**config.mk**
```make
export PLATFORM = sky130hd
export DESIGN_NAME = hazard_unit
export DESIGN_NICKNAME = d
export VERILOG_FILES = /design/src/rtl/hazard_unit.sv
export SDC_FILE = /design/constraint.sdc
export NUM_CORES = 1
export LEC_CHECK = 0
export CORE_AREA = 2 2 97 62
export CTS_BUF_LIST = sky130_fd_sc_hd__clkbuf_8
export CTS_CLUSTER_DIAMETER = 100
export DETAILED_ROUTE_END_ITERATION = 10
export DIE_AREA = 0 0 99 64
export PLACE_DENSITY = 0.81
export RECOVER_POWER = 25
export SLEW_MARGIN = 20
export SYNTH_ARGS = -nofsm -noshare
export SYNTH_HDL_FRONTEND = slang
export SYNTH_SLANG_ARGS = --single-unit
```
**constraint.sdc**
```tcl
create_clock -name clk -period 2.5 [get_ports clk]
set_input_delay 0.375 -clock clk [delete_from_list [all_inputs] [get_ports clk]]
set_output_delay 0.375 -clock clk [all_outputs]
set_load 0.005 [all_outputs]
```
**src/rtl/hazard_unit.sv**
```systemverilog
// ---------------------------------------------------------------------------
// hazard_unit
//
// Hazard detection and forwarding control for a five-stage MIPS-style
// pipeline that also has a multi-cycle multiply/divide unit writing HI/LO.
//
// Ports
//   clk, reset             single rising-edge clock, async active-high reset
//   RsD, RtD               source registers of the instruction in Decode
//   RsE, RtE               source registers of the instruction in Execute
//   WriteRegE/M/W          destination register carried by each stage
//   RegWriteE/M/W          register-file write enable per stage
//   MemtoRegE, MemtoRegM   the instruction in E / M is a load
//   BranchD                branch in D (its operands are compared in D)
//   MulDivStartE           a mult/div in E issues this cycle
//   HiLoUseD               the instruction in D needs HI/LO or the mult/div unit
//   StallF, StallD         hold the PC and the IF/ID register
//   FlushE                 bubble into ID/EX
//   ForwardAD, ForwardBD   D-stage comparator takes the M-stage result
//   ForwardAE, ForwardBE   ALU operand select: 00 regfile, 01 W, 10 M
//   MulDivBusy             a HI/LO result is still pending
//   StallCount             saturating count of stalled cycles
// ---------------------------------------------------------------------------
module hazard_unit #(
    parameter int MULDIV_CYCLES = 8
) (
    input  logic        clk,
    input  logic        reset,
    input  logic [4:0]  RsD,
    input  logic [4:0]  RtD,
    input  logic [4:0]  RsE,
    input  logic [4:0]  RtE,
    input  logic [4:0]  WriteRegE,
    input  logic [4:0]  WriteRegM,
    input  logic [4:0]  WriteRegW,
    input  logic        RegWriteE,
    input  logic        RegWriteM,
    input  logic        RegWriteW,
    input  logic        MemtoRegE,
    input  logic        MemtoRegM,
    input  logic        BranchD,
    input  logic        MulDivStartE,
    input  logic        HiLoUseD,
    output logic        StallF,
    output logic        StallD,
    output logic        FlushE,
    output logic        ForwardAD,
    output logic        ForwardBD,
    output logic [1:0]  ForwardAE,
    output logic [1:0]  ForwardBE,
    output logic        MulDivBusy,
    output logic [31:0] StallCount
);

    localparam logic [5:0]  MD_LOAD = 6'(MULDIV_CYCLES);
    localparam logic [31:0] COUNT_MAX = 32'hFFFF_FFFF;

    logic [5:0]  md_count;
    logic [31:0] stall_count_q;
    logic        lw_stall;
    logic        branch_stall;
    logic        md_stall;
    logic        stall;

    // Register $0 is hardwired to zero, so a "match" on it is never a real
    // dependency; every comparison in this block goes through this helper.
    function automatic logic reg_match(input logic [4:0] src, input logic [4:0] dst);
        return (src != 5'd0) && (src == dst);
    endfunction

    // ALU operand forwarding. The M stage holds the younger result, so it
    // wins over W when both write the same register.
    always_comb begin
        ForwardAE = 2'b00;
        if (RegWriteM && reg_match(RsE, WriteRegM)) begin
            ForwardAE = 2'b10;
        end else if (RegWriteW && reg_match(RsE, WriteRegW)) begin
            ForwardAE = 2'b01;
        end

        ForwardBE = 2'b00;
        if (RegWriteM && reg_match(RtE, WriteRegM)) begin
            ForwardBE = 2'b10;
        end else if (RegWriteW && reg_match(RtE, WriteRegW)) begin
            ForwardBE = 2'b01;
        end
    end

    // Branch operands are compared in D; only an M-stage ALU result can be
    // forwarded that early. Anything younger (E) or a load in M stalls instead.
    always_comb begin
        ForwardAD = RegWriteM && reg_match(RsD, WriteRegM);
        ForwardBD = RegWriteM && reg_match(RtD, WriteRegM);
    end

    // Stall causes are ORed into one stall, so several simultaneous causes
    // still cost a single cycle and a single count increment.
    always_comb begin
        lw_stall     = MemtoRegE && (reg_match(RsD, WriteRegE) || reg_match(RtD, WriteRegE));
        branch_stall = BranchD &&
                       ((RegWriteE && (reg_match(RsD, WriteRegE) || reg_match(RtD, WriteRegE))) ||
                        (MemtoRegM && (reg_match(RsD, WriteRegM) || reg_match(RtD, WriteRegM))));
        md_stall     = HiLoUseD && MulDivBusy;
        stall        = lw_stall || branch_stall || md_stall;
        StallF       = stall;
        StallD       = stall;
        FlushE       = stall;
    end

    // Mult/div occupancy counter. A new start always reloads, even while a
    // previous operation is still counting down, because the new operation
    // owns HI/LO from that point on.
    always_ff @(posedge clk or posedge reset) begin
        if (reset) begin
            md_count <= 6'd0;
        end else if (MulDivStartE) begin
            md_count <= MD_LOAD;
        end else if (md_count != 6'd0) begin
            md_count <= md_count - 6'd1;
        end
    end

    // Busy comes straight from the register, so it clears the moment reset
    // clears the counter and never depends on this cycle's inputs.
    assign MulDivBusy = (md_count != 6'd0);

    // Performance counter of stalled cycles; it sticks at all-ones rather
    // than wrapping so a long run never reports a misleadingly small value.
    always_ff @(posedge clk or posedge reset) begin
        if (reset) begin
            stall_count_q <= 32'd0;
        end else if (stall && (stall_count_q != COUNT_MAX)) begin
            stall_count_q <= stall_count_q + 32'd1;
        end
    end

    assign StallCount = stall_count_q;

endmodule

```
; ---- Word-level counts from Yosys, hierarchy flattened
; Index checks and enable logic that the tools add are counted.
[word_totals]
ff_bits = 38
inputBits = 45
out_inout_bits = 42
word_cells = 50
[op_classes]
addsub = 2
eq_ne = 9
muxes = 6
reduce_logical = 31
[op_table]
columns = op, n
row1 = 5-bit equality test, 8
row2 = "32-bit by 1-bit adder with 32-bit output, second input constant", 1
row3 = "32-bit != test, second input constant", 1
row4 = 1-bit logical AND, 20
row5 = 5-bit nonzero test, 4
row6 = 6-bit two-way mux, 2
row7 = 6-bit nonzero test, 1
row8 = "6-bit by 1-bit subtractor with 6-bit output, second input constant", 1
row9 = 1-bit logical OR, 5
row10 = 2-bit two-way mux, 2
row11 = 1-bit two-way mux, 2
row12 = 2-bit nonzero test, 1

; ---- Logic depth before layout (Yosys ltp)
[depth]
word_depth = 9
mapped_depth = 8
mapped_depth_nobuf = 7

; ---- Least setup slack after synthesis
; OpenSTA, ideal clock, no wires.
[synth_path]
path_kind = reg-to-output
startpoint = register md_count[0]
endpoint = output StallD
arrival_time_ps = 1648
t_required_ps = 2125
path_slack_ps = 477
path_stages_with_launch = 7
n_path_buf = 2
cell_sequence = dfrtp_1 -> inv_1 -> ha_1 -> nand3b_1 -> a211o_2 -> buf_2 -> buf_4
[synth_between]
elab_chain_cells = 3
[synth_rtl]
columns = element, line
row1 = "start, declared", 58  ; logic [5:0] md_count;
row2 = "start signal, assigned", 119  ; md_count <= md_count - 6'd1;
row3 = 6-bit nonzero test, 125  ; assign MulDivBusy = (md_count != 6'd0);
row4 = named net MulDivBusy, 51  ; output logic MulDivBusy,
row5 = 1-bit logical AND, 103  ; md_stall = HiLoUseD && MulDivBusy;
row6 = 1-bit logical OR, 104  ; stall = lw_stall || branch_stall || md_stall;
row7 = "end, declared", 45  ; output logic StallD,
; The timed path passes the listed nets, and every way through them passes these cells.

; ---- Worst setup path in the final report
[layout_path]
startpoint = input RsE[1]
endpoint = output ForwardAE[0]
[layout_between]
elab_chain_cells = 5
elab_cells_between_ends = 9
classes_between = eq/ne (2) / mux (2) / reduce/logical (5)
[layout_rtl]
columns = element, line
row1 = "start, declared", 31  ; input logic [4:0] RsE,
row2 = 5-bit equality test or 5-bit nonzero test (tied branches), 68  ; return (src != 5'd0) && (src == dst);
row3 = 1-bit logical AND, 68
row4 = 1-bit logical AND, 77  ; end else if (RegWriteW && reg_match(RsE, WriteRegW)) begin
row5 = 1-bit two-way mux, 77
row6 = 2-bit two-way mux (*), 75  ; if (RegWriteM && reg_match(RsE, WriteRegM)) begin
row7 = "end, declared", 49  ; output logic [1:0] ForwardAE,
; Every way passes the cells marked *; elsewhere a longest branch is shown, timed or not.

==> results.md <==
* Largest net degree at the start of global routing at 39
* CP endpoint kind: output port
* R2r endpoint: StallCount[1]
* Outcome: complete, but fails checks
* Hold_sp: StallCount[29]
* PortBufs at 86
* Fmax at 400 MHz
* Period utilization at 100%
* Main synth FF type: dfrtp_1
* Hold Path Sink: StallCount[29]
* H-tree Lvls at 2
* Post-route DRC violation count at 0
* Drt total wl at 7350 µm
* Req. time, crit path at 2.12 ns
* Met3 Routed Length at 422 µm
* Die area at 6340 µm²
* Setup WS pre-CTS at -0.268 ns
* DR iter-0 viols at 110
* HP Class: flop to flop
* Fin cells at 451
* Max Fanout on Critical Path at 2
* Syn avg cell area at 9.47 µm²
* Pwr Density at 545 nW/µm²
* Crit Path Category: input port to output port
* Final Hold Fails at 0
* # clock sinks at 38
* Maximum VDD drop at 0.608 mV
* Arrival time at the worst endpoint at 2.13 ns
* DP Cell Count at 438
* Vias in the first global route at 2301
* Hold-fix buffers, CTS at 0
* First-pass GRT wire length at 11700 µm
* Share of cells above drive strength 1 at 17.0%
* Relative slew slack at 38.2%
* Clk root buf: clkbuf_8
* Syn Std Cell Area at 2460 µm²
* Flop2flop setup slack at 0.34 ns
* Clock Skew at 0.00769 ns
* Synth Register Bits at 38
* Max-Cap Viols at 0
* Core Area at 5390 µm²
* Die Span X at 99 µm
* CTS tree: built
* Post-route ant nets at 0
* Yosys warns at 0
* FF-to-FF path depth at 6
* CTS buffer count at 5
* Failing checks: setup timing
* First-pass DRT Iterations at 4
* Starting Density at 45.7%
* Clk pin slew, worst setup/hold paths at 0.08 ns
* Initial antenna violation count at 0
* Longest Clk Path Bufs at 2
* Via count at 2360
* Antenna cell count at 0
* Crit Reg-Reg Startpoint: StallCount[21]
* Min Tclk post-route at 2.50 ns
* Post-synthesis sequential area ratio at 38.6%
* Area growth, synth to finish at 52.5%
* Ys async rst share at 100%
* Die height at 64 µm
* DR WL/cell at 16.3 µm
* Post-synthesis cell type count at 38
* FP Rows at 21
* Final setup viols at 1
* # nets final at 428
* Synth Instances at 260
* CP Launch Type: input port
* Worst slew pin tran at 0.927 ns
* RSZ-0062 raised after global routing: yes
* Number of synthesized flops with an enable pin at 0
* IO Pins at 87
* Leakage at 1.57 nW
* Routability congestion estimate at 0.973
* Wl on met1 at 3500 µm
* Grt ovf at 0
* Global-route usage over all layers at 23.8%
* Highest metal used: met4
* Vias per cell at 5.23
* Worst setup margin at -0.00280 ns
* Slew Viols, Final at 0
* Syn_nets at 307
* Post-layout util at 69.7%
* Met2 routed WL at 3340 µm
* WHS Path Cells at 1
* Clk_lat worst skew at 0.31 ns
* Post-DP HPWL at 5660 µm
* Worst hold slack at 0.495 ns
## power by group
group / total, mW / internal, mW / switching [mW]
sequential: 0.805 / 0.701 / 0.104
combinational: 0.781 / 0.432 / 0.348
clock: 0.460 / 0.222 / 0.238
total: 2.04 / 1.35 / 0.690
## registers in the layout, indices dropped and copies added, names as in the netlist
| register | flops |
|---|---|
| StallCount | 32 |
| md_count | 6 |
## cell families (layout without fill, tap and decap cells)
logic type / Yosys count / in the layout / synth area share [%]
and+or+nand+nor: 124 / 124 / 28.9
xor gates and xnor gates: 71 / 71 / 25.3
DFF: 38 / 38 / 38.6
buffers and inverters: 12 / 134 / 2.59
AOI/OAI and AO/OA: 11 / 11 / 2.54
adders and majority gates: 2 / 2 / 1.02
muxes: 2 / 2 / 1.07
## area by class of cell
class	instances	area (µm²)
fillers	403	1630
multi-input cells	210	1490
repair buffers	122	1120
flip-flops and latches	38	951
well taps	69	86.3
clock buffers	6	82.6
inverters	4	15.0
clock inverters	2	12.5
## worst max path at each step
| stage | startpoint | slack [ns] | end | depth (start not counted) |
|---|---|---|---|---|
| after global placement | RtE[1] | -0.18 | ForwardBE[0] | 6 |
| after detailed placement | WriteRegM[4] | -0.27 | StallD | 7 |
| after floorplan | md_count[0] | 0.48 | StallD | 6 |
| after CTS | RsE[1] | 0.0007 | ForwardAE[0] | 6 |
| after global routing | RsE[1] | -0.07 | ForwardAE[0] | 6 |
| final | RsE[1] | -0.003 | ForwardAE[0] | 6 |
## critical path: stages
cell,delay (ns)
clkdlybuf4s50_1,0.46
or4_1,0.57
nor2_2,0.14
nor4_2,0.07
nor4_1,0.25
dlygate4sd2_1,0.27
## placed cells by master (no fill, tap or decap), types with 3 or more instances in the layout
cell type        instances
nor2_1                  17
xor2_1                  14
nor3_1                  12
dlymetal6s2s_1           5
nand3_1                 14
a21oi_1                  8
and3_1                   4
and3_2                   3
dfrtp_1                 38
nand4_1                 27
dlygate4sd2_1           19
buf_4                   35
clkbuf_8                 6
inv_1                    4
xnor2_1                 55
clkdlybuf4s50_1         61
nand2_1                 19
## layer usage
metal	track usage, %	vias up
li1	-	1160
met4	6.85	0
met2	35.3	53
met1	34.8	1137
met3	5.69	10
met5	0	-
## metrics by stage
stage | area [µm²] | setup TNS, ns | power [mW]
final | 3750 | -0.00280 | 2.04
after global routing | 3750 | -0.164 | 2.15
after CTS | 3700 | 0 | 2.04
after detailed placement | 3590 | -3.08 | 1.58
after global placement | 3590 | -0.992 | 1.55
after floorplan | 2460 | 0 | 1.19
## what timing repair did
| item | CTS | global route |
|---|---|---|
| buffers inserted | 3 | 2 |
| resized for setup | 21 | 11 |
| setup endpoints to repair | 9 | 7 |
| pin swaps | 5 | 7 |
## synthesized netlist by cell type (3+ instances only)
cell	instances	area share [%]
xnor2_1	57	20
dfrtp_1	38	39
nand4_1	27	6.9
nand2_1	19	2.9
nor2_1	19	2.9
nand3_1	14	2.8
nor3_1	14	2.8
xor2_1	14	5.0
a21oi_1	8	1.6
and3_1	4	1.0
inv_1	4	0.61
nor4_1	4	1.0
and3_2	3	0.92
buf_2	3	0.61
Power figures use the tool's default switching activity.
